### config.mk
export PLATFORM = sky130hd
export DESIGN_NAME = hamming_tx_serial
export DESIGN_NICKNAME = d
export VERILOG_FILES = /design/src/rtl/hamming_pkg.sv /design/src/rtl/hamming74_encoder.sv /design/src/rtl/hamming_tx_serial.sv
export SDC_FILE = /design/constraint.sdc
export NUM_CORES = 1
export LEC_CHECK = 0
export CORE_MARGIN = 2
export CORE_UTILIZATION = 54
export CTS_CLUSTER_SIZE = 24
export DETAILED_ROUTE_END_ITERATION = 12
export DONT_BUFFER_PORTS = 1
export PLACE_DENSITY = 0.72
export SLEW_MARGIN = 20
export SYNTH_ARGS = -nofsm -noshare
export SYNTH_HDL_FRONTEND = slang
export SYNTH_SLANG_ARGS = --single-unit
### constraint.sdc
create_clock -name clk -period 1.4 [get_ports clk]
set_input_delay 0.28 -clock clk [delete_from_list [all_inputs] [get_ports clk]]
set_output_delay 0.28 -clock clk [all_outputs]
set_load 0.1 [all_outputs]
### src/rtl/hamming_pkg.sv
// Shared Hamming(7,4) definitions for the serial transmit path and the
// receive-side syndrome logic.
//   DATA_W / CW_W       : nibble and codeword widths
//   tx_state_t          : serial transmitter states
//   hamming74_encode()  : nibble -> codeword {d4,d3,d2,p3,d1,p2,p1}
package hamming_pkg;
   localparam int DATA_W = 4;
   localparam int CW_W   = 7;

   typedef enum logic [1:0] {IDLE, START, DATA, STOP} tx_state_t;

   function automatic logic [CW_W-1:0] hamming74_encode(input logic [DATA_W-1:0] d);
      logic p1, p2, p3;
      p1 = d[0] ^ d[1] ^ d[3];
      p2 = d[0] ^ d[2] ^ d[3];
      p3 = d[1] ^ d[2] ^ d[3];
      return {d[3], d[2], d[1], p3, d[0], p2, p1};
   endfunction
endpackage

### src/rtl/hamming74_encoder.sv
// Combinational Hamming(7,4) encoder.
//   data : input nibble, d1 = data[0] .. d4 = data[3]
//   cw   : codeword, cw[i] = position i+1
module hamming74_encoder
   import hamming_pkg::*;
(
   input  logic [DATA_W-1:0] data,
   output logic [CW_W-1:0]   cw
);
   assign cw = hamming74_encode(data);
endmodule

### src/rtl/hamming_tx_serial.sv
// Hamming(7,4) serial transmitter. A nibble accepted over valid/ready is
// encoded and shifted out as a UART-style frame: start bit (0), seven
// codeword bits LSB first, stop bit (1), each bit BIT_CYCLES clocks long.
// Optional build macro HAMMING_ERR_INJECT_EN: the codeword position given on
// err_pos (1..7) is inverted at transfer time; 0 means no corruption.
// Ports:
//   clk, rst_n : clock, synchronous active-low reset
//   in_data    : nibble to send        in_valid : nibble valid
//   in_ready   : high in IDLE          err_pos  : position to corrupt
//   tx_line    : serial out, idle high busy     : frame in progress
//   done       : one-cycle end pulse   codeword : codeword of current/last frame
//
// state | meaning
// IDLE  | line high, ready for a nibble
// START | start bit, line low
// DATA  | codeword bits 0..6 on the line
// STOP  | stop bit, line high
module hamming_tx_serial
   import hamming_pkg::*;
#(
   parameter int BIT_CYCLES = 4
) (
   input  logic              clk,
   input  logic              rst_n,
   input  logic [DATA_W-1:0] in_data,
   input  logic              in_valid,
   output logic              in_ready,
   input  logic [2:0]        err_pos,
   output logic              tx_line,
   output logic              busy,
   output logic              done,
   output logic [CW_W-1:0]   codeword
);
   localparam int CNT_W = (BIT_CYCLES > 1) ? $clog2(BIT_CYCLES) : 1;
   localparam logic [CNT_W-1:0] CNT_LAST = CNT_W'(BIT_CYCLES - 1);

   tx_state_t        state_q, state_d;
   logic [CNT_W-1:0] cyc_q, cyc_d;
   logic [2:0]       idx_q, idx_d;
   logic [CW_W-1:0]  shift_q, shift_d;
   logic [CW_W-1:0]  cw_q, cw_d;
   logic             tx_line_q, tx_line_d;
   logic             done_q, done_d;

   logic [CW_W-1:0]  enc_cw;
   logic [CW_W-1:0]  err_mask;
   logic [CW_W-1:0]  cw_load;
   logic             bit_end;

   hamming74_encoder u_enc (
      .data (in_data),
      .cw   (enc_cw)
   );

`ifdef HAMMING_ERR_INJECT_EN
   always_comb begin
      err_mask = '0;
      if (err_pos != 3'd0) err_mask[err_pos - 3'd1] = 1'b1;
   end
`else
   logic unused_err_pos;
   assign unused_err_pos = ^err_pos;
   assign err_mask = '0;
`endif

   assign cw_load = enc_cw ^ err_mask;
   assign bit_end = (cyc_q == CNT_LAST);

   always_comb begin
      state_d = state_q;
      cyc_d   = cyc_q;
      idx_d   = idx_q;
      shift_d = shift_q;
      cw_d    = cw_q;
      done_d  = 1'b0;
      case (state_q)
         IDLE: begin
            if (in_valid) begin
               state_d = START;
               cw_d    = cw_load;
               shift_d = cw_load;
               cyc_d   = '0;
               idx_d   = '0;
            end
         end
         START: begin
            if (bit_end) begin
               cyc_d   = '0;
               idx_d   = '0;
               state_d = DATA;
            end else begin
               cyc_d = cyc_q + 1'b1;
            end
         end
         DATA: begin
            if (bit_end) begin
               cyc_d = '0;
               if (idx_q == 3'd6) begin
                  state_d = STOP;
               end else begin
                  idx_d   = idx_q + 3'd1;
                  shift_d = shift_q >> 1;
               end
            end else begin
               cyc_d = cyc_q + 1'b1;
            end
         end
         STOP: begin
            if (bit_end) begin
               cyc_d   = '0;
               state_d = IDLE;
               done_d  = 1'b1;
            end else begin
               cyc_d = cyc_q + 1'b1;
            end
         end
         default: state_d = IDLE;
      endcase

      // Line is registered from the next state so it changes with the state.
      case (state_d)
         START:   tx_line_d = 1'b0;
         DATA:    tx_line_d = shift_d[0];
         default: tx_line_d = 1'b1;
      endcase
   end

   always_ff @(posedge clk) begin
      if (!rst_n) begin
         state_q   <= IDLE;
         cyc_q     <= '0;
         idx_q     <= '0;
         shift_q   <= '0;
         cw_q      <= '0;
         tx_line_q <= 1'b1;
         done_q    <= 1'b0;
      end else begin
         state_q   <= state_d;
         cyc_q     <= cyc_d;
         idx_q     <= idx_d;
         shift_q   <= shift_d;
         cw_q      <= cw_d;
         tx_line_q <= tx_line_d;
         done_q    <= done_d;
      end
   end

   assign tx_line  = tx_line_q;
   assign done     = done_q;
   assign codeword = cw_q;
   assign busy     = (state_q != IDLE);
   assign in_ready = (state_q == IDLE);
endmodule

==> flow_summary.json, run 1 <==
{
  "comb_power_share": 0.284,
  "cp.buffers_inverters": 3,
  "final_cell_mix": "buf_4, nand2_1, dfxtp_1",
  "fin_crit_sh": 1.038,
  "yosysSeqAreaShare": 0.4289,
  "synth_cell_types": 34,
  "synthXorXnorAreaFrac": 0.05478,
  "reg2reg_to": "shift_q[5]",
  "drive_gt1_frac": 0.4267,
  "clkPwrFrac": 0.215,
  "vias": 980,
  "ioPinCount": 21,
  "place_ws_ns": -0.06580,
  "ant_nets": 0,
  "syn_inst": 118,
  "synth_area_leaders": "dfxtp_1, nand2_1, a21oi_1",
  "cts_buffer_depth": 2,
  "netlist.area_leader.share": 0.4289,
  "ys_seq_elements": 23,
  "cts-buffers-inserted": 3,
  "wl_per_cell_um": 14.37,
  "coreArea_um2": 1922,
  "cts_root_buffer": "clkbuf_4",
  "p_leak_nw": 0.6199,
  "drc_errors": 0,
  "worstPathRequired_ns": 1.12,
  "grt_pass1_wl_um": 4119,
  "die_x_um": 48.59,
  "final_util": 0.7799,
  "drv_slew": 0,
  "grt_start_max_net_pins": 18,
  "clk_pin_slew_ns": 0.12,
  "syn_area_per_cell_um2": 9.098,
  "gp_congestion": 0.8104,
  "ir_drop_mv": 0.7305,
  "cap_violations": 0,
  "synthSimpleGateAreaFrac": 0.2331,
  "hold_end": "state_q[0]",
  "hold_slack_ns": 0.08714,
  "reg2reg_from": "cyc_q[1]",
  "reg2reg_slack_ns": -0.02,
  "final_common_cell": "buf_4",
  "critPathMaxFanout": 3,
  "initial_utilization": 0.5586,
  "antenna_cells": 0,
  "postSynth.asyncResetShare": 0,
  "crit_slowest_cell": "dfxtp_4",
  "status": "finished with violations",
  "die_h_um": 48.59,
  "setup_viol": 3,
  "port_buffers": 0,
  "hold_viol": 0,
  "synth_top_family_by_area": "simple AND/OR/NAND/NOR gates",
  "tightestPinTransition_ns": 0.3329,
  "cp_top_family": "flip-flops",
  "h-tree-depth": 1,
  "synthesis.nets": 131,
  "area_delta_synth_final_pct": 39.63,
  "drt_first_pass_iters": 4,
  "fin_area_um2": 1499,
  "finClkSkew_ns": 0.002183,
  "slowest_delay_ns": 0.38,
  "slew_headroom": 0.7757,
  "critical_path_cell_count": 4,
  "syn_area_um2": 1074,
  "grt_antenna_before_repair": 0,
  "wl_um": 2544,
  "power_switching_uw": 484.6,
  "p_sw_frac": 0.3425,
  "critical_path_class": "flop to primary output",
  "clock_latency_ns": 0.31,
  "viasPerCell": 5.537,
  "post_dp_cell_area_um2": 1252,
  "rsz0062_at_grt": "true",
  "min_from": "rst_n",
  "cts_tree": "done",
  "final_nets": 164,
  "ys_warn_count": 0,
  "path_cells": "buf_6 > nor2_4 > inv_2 > buf_12",
  "first_global_vias": 958,
  "std_cell_rows": 16,
  "critPathArrivalTime_ns": 1.17,
  "critPathLaunchType": "flop",
  "synth_ff_type": "dfxtp_1",
  "min_path_type": "input pin to flop",
  "power_density_nw_per_um2": 943.9,
  "cp-end-kind": "primary output",
  "final.setup.worst_slack_ns": -0.05345,
  "cts_hold_buf": 0,
  "violations": "negative setup slack",
  "timing.fmax_ghz": 0.6880,
  "holdPathStages": 1,
  "drt-initial-drc-count": 32,
  "finalNonFillerCells": 177,
  "dp_cells": 161,
  "rr_worst_depth": 6,
  "die_area_um2": 2361,
  "hpwl_um": 1501,
  "synth_compound_area_frac": 0.1876,
  "period_minus_slack_ns": 1.453,
  "intPower_uw": 930.2,
  "p_seq_frac": 0.502,
  "synth_mux_area_frac": 0,
  "grt_remaining_overflow": 0,
  "synth_edf_count": 0,
  "grtUsageTotal": 0.2194,
  "yosysTopAreaCell": "dfxtp_1",
  "cts_sinks": 23,
  "synthAdderAreaFrac": 0.03497
}
through the flow:
step | TNS, ns | power (mW)
finish | -0.1116 | 1.415
global route | -0.4977 | 1.493
CTS | -0.1210 | 1.401
detailed placement | -0.07488 | 1.072
global placement | -0.04522 | 1.066
floorplan | -1.014 | 1.012
layer usage:
metal	wire [um]	vias up	global-route usage
li1	-	470	-
met1	1095	472	0.2832
met2	1313	34	0.3657
met3	99	4	0.04321
met4	36	0	0.08095
met5	0	-	0
worst max path at each step:
stage,start,to,slack (ns)
after CTS,state_q[1],busy,-0.05
after global placement,idx_q[0],tx_line,-0.05
after floorplan,state_q[1],cyc_q[1],-0.54
final,state_q[1],busy,-0.05
after global routing,state_q[1],busy,-0.11
after detailed placement,idx_q[0],tx_line,-0.07
state kept, by name, summed over array words and instances (netlist names):
signal    count
codeword      7
shift_q       7
idx_q         3
cyc_q         2
state_q       2
done          1
tx_line       1
cells by family (layout without fill, tap and decap cells):
family / after synthesis / after routing
buffers and inverters: 11 / 42
flip-flops: 23 / 23
AO/OA/AOI/OAI: 29 / 30
XOR/XNOR: 5 / 5
AND/OR/NAND/NOR: 47 / 47
adder cells (fa/ha/maj): 3 / 3
cell type report:
| cell class | instances | area [um^2] |
|---|---|---|
| tap | 27 | 33.78 |
| timing repair buffer | 33 | 295.3 |
| multi-input combinational | 85 | 646.9 |
| fill | 126 | 422.9 |
| inverter | 5 | 22.52 |
| clock inverter | 1 | 5.005 |
| clock buffer | 3 | 22.52 |
| sequential | 23 | 473.0 |
power by group through the flow:
stage | logic (mW) | registers, mW | clock network, mW
detailed placement | 0.347 | 0.725 | 0
global placement | 0.343 | 0.723 | 0
floorplan | 0.173 | 0.839 | 0
finish | 0.401 | 0.710 | 0.304
CTS | 0.382 | 0.709 | 0.310
global route | 0.421 | 0.714 | 0.358
worst reg2reg max path, stage by stage, from the launching register on:
cell and delay (ns):
dfxtp_2 0.37, ha_4 0.16, and2_4 0.19, and3_4 0.25, buf_4 0.13, nand2_1 0.07
a31oi_1 0.18
synth_stat cells, types with 2 or more instances:
| library cell | count |
|---|---|
| xnor2_1 | 3 |
| ha_1 | 3 |
| o21ai_0 | 2 |
| a21oi_1 | 13 |
| o211ai_1 | 2 |
| and4_1 | 2 |
| nand2_1 | 25 |
| and3_1 | 2 |
| nor3_1 | 4 |
| buf_6 | 3 |
| inv_1 | 5 |
| nor2_1 | 5 |
| clkbuf_1 | 2 |
| a31oi_1 | 5 |
| dfxtp_1 | 23 |
what timing repair did:
item,in CTS,in global routing
gates resized for setup,23,9
setup endpoints to repair,9,15
gates cloned,1,0
setup buffers,8,4
pin swaps,6,15
Note: power is estimated with default switching activity, not from simulation.
==> run 2: changes to the inputs <==
- CORE_UTILIZATION: 54 -> 55
- PLACE_DENSITY: 0.72 -> 0.73
- SYNTH_HIERARCHICAL: default -> 1
==> run 2 against run 1 <==
  * The run still ends with negative setup slack left
  * Global-route usage rose by 0.56 points
  * Clock skew is 0.0097 ns higher
  * Total power is 1.7% lower
  * Sequential power hardly changed
  * Core utilization down 0.66 points
  * Synthesized cell count increased by 9.3%
  * Non-clock buffer count down 1
==> flow_summary.json, run 2 <==
{
  "synth_cell_types": 38,
  "status": "finished with violations",
  "coreArea_um2": 1982,
  "syn_area_per_cell_um2": 9.001,
  "yosysTopAreaCell": "dfxtp_1",
  "cts_root_buffer": "clkbuf_4",
  "tightestPinTransition_ns": 0.3920,
  "ant_nets": 0,
  "synthSimpleGateAreaFrac": 0.2328,
  "period_minus_slack_ns": 1.466,
  "synth_area_leaders": "dfxtp_1, nand2_1, xor3_1",
  "port_buffers": 0,
  "first_global_vias": 887,
  "cts_tree": "done",
  "drv_slew": 0,
  "netlist.area_leader.share": 0.3966,
  "syn_inst": 129,
  "cts-buffers-inserted": 3,
  "slowest_delay_ns": 0.39,
  "die_x_um": 49.95,
  "yosysSeqAreaShare": 0.3966,
  "rsz0062_at_grt": "true",
  "final.setup.worst_slack_ns": -0.06624,
  "die_area_um2": 2495,
  "grtUsageTotal": 0.2250,
  "crit_start": "state_q[1]",
  "area_delta_synth_final_pct": 32.00,
  "ys_warn_count": 6,
  "setup_viol": 4,
  "final_nets": 168,
  "ir_drop_mv": 0.5799,
  "hold_slack_ns": 0.07701,
  "viasPerCell": 5.481,
  "reg2reg_slack_ns": -0.06,
  "wl_per_cell_um": 14.65,
  "synth_edf_count": 0,
  "worstPathRequired_ns": 1.12,
  "critPathMaxFanout": 5,
  "grt_pass1_wl_um": 4112,
  "cts_hold_buf": 0,
  "finClkSkew_ns": 0.01187,
  "drc_errors": 0,
  "critical_path_class": "flop to primary output",
  "timing.fmax_ghz": 0.6820,
  "synth_compound_area_frac": 0.1746,
  "dp_cells": 171,
  "rr_worst_depth": 6,
  "fill_cells": 118,
  "cap_violations": 0,
  "wl_um": 2651,
  "synth_common_cells": "nand2_1, dfxtp_1, a21oi_1",
  "initial_utilization": 0.5859,
  "finalNonFillerCells": 181,
  "post_dp_cell_area_um2": 1340,
  "drt_first_pass_iters": 4,
  "fin_crit_sh": 1.047,
  "path_cells": "buf_6 > nor2_4 > inv_2 > buf_12",
  "grt_remaining_overflow": 0,
  "grt_start_max_net_pins": 14,
  "h-tree-depth": 1,
  "min_path_type": "input pin to flop",
  "cp-end-kind": "primary output",
  "die_h_um": 49.95,
  "synthAdderAreaFrac": 0.03233,
  "synthesis.nets": 142,
  "synth_top_family_by_area": "simple AND/OR/NAND/NOR gates",
  "p_leak_nw": 0.6792,
  "grt_antenna_before_repair": 0,
  "drive_gt1_frac": 0.4091,
  "slew_headroom": 0.7384,
  "reg2reg_to": "idx_q[1]",
  "syn_area_um2": 1161,
  "gp_congestion": 0.8325,
  "synthXorXnorAreaFrac": 0.06897,
  "clk_pin_slew_ns": 0.13,
  "power_density_nw_per_um2": 907.9,
  "violations": "negative setup slack",
  "cts_sinks": 23,
  "hold_viol": 0,
  "crit_slowest_cell": "dfxtp_4",
  "synth_mux_area_frac": 0.01832,
  "final_common_cell": "buf_4",
  "critPathArrivalTime_ns": 1.19,
  "place_ws_ns": -0.07304,
  "std_cell_rows": 16,
  "ioPinCount": 21,
  "clock_latency_ns": 0.31,
  "fin_area_um2": 1533,
  "synth.most_common_cell": "nand2_1",
  "ys_seq_elements": 23,
  "final_cell_mix": "buf_4, nand2_1, dfxtp_1",
  "drt-initial-drc-count": 19,
  "synth_ff_type": "dfxtp_1",
  "hpwl_um": 1685,
  "cts_buffer_depth": 2,
  "min_from": "rst_n",
  "postSynth.asyncResetShare": 0,
  "critPathLaunchType": "flop",
  "final_util": 0.7734,
  "antenna_cells": 0,
  "reg2reg_from": "idx_q[0]",
  "vias": 992,
  "cp-endpoint": "busy"
}
run 2: changes by cell type after synthesis, sizes merged, moves of 2 or more:
cell	before	now
nand3	1	3
nor2	6	4
xor3	0	3
buf	3	8
nand2	25	27
a21oi	13	9
and3	2	0
o21ai	2	8
xnor2	3	0
run 2: where the power goes:
group / total, mW / leakage [nW] / switching, mW / internal [mW]
Clock: 0.312 / 0.0150 / 0.200 / 0.111
Combinational: 0.370 / 0.473 / 0.246 / 0.124
Sequential: 0.710 / 0.191 / 0.0207 / 0.689
Total: 1.39 / 0.679 / 0.467 / 0.925
run 2: layer usage:
| metal | vias to the layer above | routed length, um | track usage |
|---|---|---|---|
| met5 | - | 0 | 0 |
| met4 | 0 | 31 | 0.1389 |
| met3 | 2 | 103 | 0.03939 |
| met2 | 22 | 1386 | 0.3800 |
| met1 | 479 | 1130 | 0.2625 |
| li1 | 489 | - | - |
run 2: cells by family (layout without fill, tap and decap cells):
kind of cell             count (synthesis)  count (layout)
AO/OA/AOI/OAI                           31              31
AND/OR/NAND/NOR                         50              50
multiplexers                             2               2
buffers and inverters                   16              41
adder cells (fa/ha/maj)                  3               3
XOR/XNOR                                 4               4
flip-flops                              23              23
run 2: per-stage QoR:
| stage | TNS [ns] | total power [mW] |
|---|---|---|
| finish | -0.1848 | 1.391 |
| floorplan | -1.149 | 1.007 |
| global route | -0.4530 | 1.446 |
| CTS | -0.1343 | 1.381 |
| global placement | -0.1350 | 1.060 |
| detailed placement | -0.1752 | 1.065 |
run 2: area by class of cell:
type                       instances  area, um^2  area share
inverter                           5       18.77     0.01224
clock buffer                       4       26.28     0.01714
tap                               27       33.78     0.02204
timing repair buffer              32       275.3      0.1796
sequential                        23       470.5      0.3069
multi-input combinational         90       708.2      0.4620
run 2: worst max-delay path, delay by kind of cell, from the launching register on:
kind | cells | cell delay (ns)
AND/OR/NAND/NOR | 1 | 0.12
buffers and inverters | 3 | 0.35
flip-flops | 1 | 0.39
run 2: worst min path at each step:
stage | depth (start not counted) | end
final | 1 | state_q[0]
after global routing | 1 | state_q[0]
after CTS | 1 | state_q[0]
after detailed placement | 1 | state_q[0]
after global placement | 2 | state_q[1]
after floorplan | 2 | state_q[1]
run 2: repair_timing:
action / 4_1_cts / 5_1_grt
gates resized for setup: 20 / 15
setup endpoints to repair: 11 / 11
buffers inserted: 6 / 1
pin swaps: 9 / 9
==> run 3: changes to the inputs <==
- ABC_CLOCK_PERIOD_IN_PS: default -> 1400
- CORE_MARGIN: 2 -> 8
==> run 3 against run 2 <==
  * The flow still finishes with violations (negative setup slack)
  * Critical path depth is the same
  * Register-to-register slack gained 0.02 ns
  * Combinational power grew 9.2%
  * Sequential share of layout area shrank 1.7 points
  * Total power grew 3.4%
  * Count of clock-buffer cells in the layout shrank 1
  * Routed wire length grew 22%
  * Non-clock buffer count grew 7
  * Flip-flop and latch count is the same
  * Critical endpoint unchanged
==> flow_summary.json, run 3 (synthesis gave the netlist of run 2 again) <==
{
  "status": "finished with violations",
  "violations": "negative setup slack",
  "drv_slew": 0,
  "finalNonFillerCells": 188,
  "setup_viol": 8,
  "coreArea_um2": 1982,
  "p_leak_nw": 0.7453,
  "ioPinCount": 21,
  "die_h_um": 61.95,
  "hold_viol": 0,
  "wl_per_cell_um": 17.15,
  "grt_pass1_wl_um": 4761,
  "cts_buffer_depth": 2,
  "wl_um": 3225,
  "critPathLaunchType": "flop",
  "final_common_cell": "buf_4",
  "power_density_nw_per_um2": 885.2,
  "vias": 1075,
  "antenna_cells": 0,
  "grt_start_max_net_pins": 14,
  "die_area_um2": 3837,
  "area_delta_synth_final_pct": 39.98,
  "critical_path_class": "flop to primary output",
  "cap_violations": 0,
  "min_path_type": "input pin to flop",
  "first_global_vias": 1086,
  "final_cell_mix": "buf_4, nand2_1, dfxtp_1",
  "cts_tree": "done",
  "critPathMaxFanout": 4,
  "grt_antenna_before_repair": 0,
  "timing.fmax_ghz": 0.6876,
  "gp_congestion": 0.8191,
  "critPathArrivalTime_ns": 1.17,
  "fin_crit_sh": 1.039,
  "h-tree-depth": 1,
  "grt_remaining_overflow": 0,
  "port_buffers": 0,
  "slew_headroom": 0.7187,
  "ant_nets": 0,
  "tightestPinTransition_ns": 0.4215,
  "drt_first_pass_iters": 4,
  "cts_hold_buf": 0,
  "clk_pin_slew_ns": 0.14,
  "dp_cells": 170,
  "hpwl_um": 1874,
  "final.setup.worst_slack_ns": -0.05439,
  "drive_gt1_frac": 0.4907,
  "die_x_um": 61.95,
  "worstPathRequired_ns": 1.12,
  "drt-initial-drc-count": 41,
  "period_minus_slack_ns": 1.454,
  "cts_root_buffer": "clkbuf_4",
  "drc_errors": 0,
  "finalSetupTns_ns": -0.2238,
  "rsz0062_at_grt": "true",
  "cts-buffers-inserted": 3,
  "final_nets": 175,
  "cp-end-kind": "primary output",
  "initial_utilization": 0.5859,
  "p_total_mw": 1.439,
  "std_cell_rows": 16,
  "clock_latency_ns": 0.31,
  "grtUsageTotal": 0.1632,
  "viasPerCell": 5.718,
  "cts_sinks": 23,
  "fill_cells": 102,
  "ir_drop_mv": 0.6082,
  "finClkSkew_ns": 0.002952
}
==> run 3: cell types whose count changed in the layout (fill, tap and decap cells not counted), sizes merged <==
| cell | delta |
|---|---|
| buf | +7 |
| clkbuf | -1 |
| clkinv | +1 |
==> run 3: layer usage <==
| metal | global-route usage | wire length (um) |
|---|---|---|
| met4 | 0.08442 | 41 |
| met1 | 0.1724 | 1311 |
| met5 | 0 | 0 |
| met3 | 0.03498 | 193 |
| met2 | 0.2950 | 1678 |
==> run 3: layout make-up <==
type	instances	area [um^2]	area share
multi-input cells	90	743.2	0.4573
flip-flops and latches	23	470.5	0.2895
clock inverters	1	5.005	0.003079
repair buffers	39	331.6	0.2040
well taps	27	33.78	0.02079
clock buffers	3	22.52	0.01386
inverters	5	18.77	0.01155
==> run 3: critical path: stages (launching register included) <==
cell	delay [ns]
dfxtp_2	0.36
buf_6	0.12
nor2_4	0.15
inv_2	0.07
buf_12	0.16
==> run 3: final timing paths <==
path,endpoint,from,cells past startpoint,slack (ns)
hold / removal,idx_q[0],rst_n,2,0.07
setup reg to reg,idx_q[1],cyc_q[0],4,-0.04
hold reg to reg,codeword[4],codeword[4],2,0.47
setup / recovery,busy,state_q[0],4,-0.05
==> run 3: metrics by stage <==
step	util	hold WS, ns	worst slack [ns]	instance area (um^2)
floorplan	-	0.4003	-0.5974	1190
global placement	0.6787	0.4044	-0.04366	1345
detailed placement	0.6787	0.4054	-0.09534	1345
CTS	0.7538	0.06295	-0.06942	1494
global route	0.8201	0.06557	-0.1046	1625
finish	0.8201	0.07430	-0.05439	1625
==> run 3: where the power goes <==
part	leakage (nW)	switching, mW	internal, mW	total, mW
Sequential	0.191	0.0241	0.690	0.714
Combinational	0.536	0.260	0.144	0.404
Clock	0.0177	0.214	0.107	0.321
Total	0.745	0.498	0.941	1.44
==> run 3: what timing repair did <==
item | in CTS | in global routing
pin swaps | 11 | 20
endpoints found under the hold margin | 0 | 0
endpoints found under the setup margin | 11 | 13
resized for setup | 18 | 21
cloned | 0 | 0
setup buffers | 8 | 6
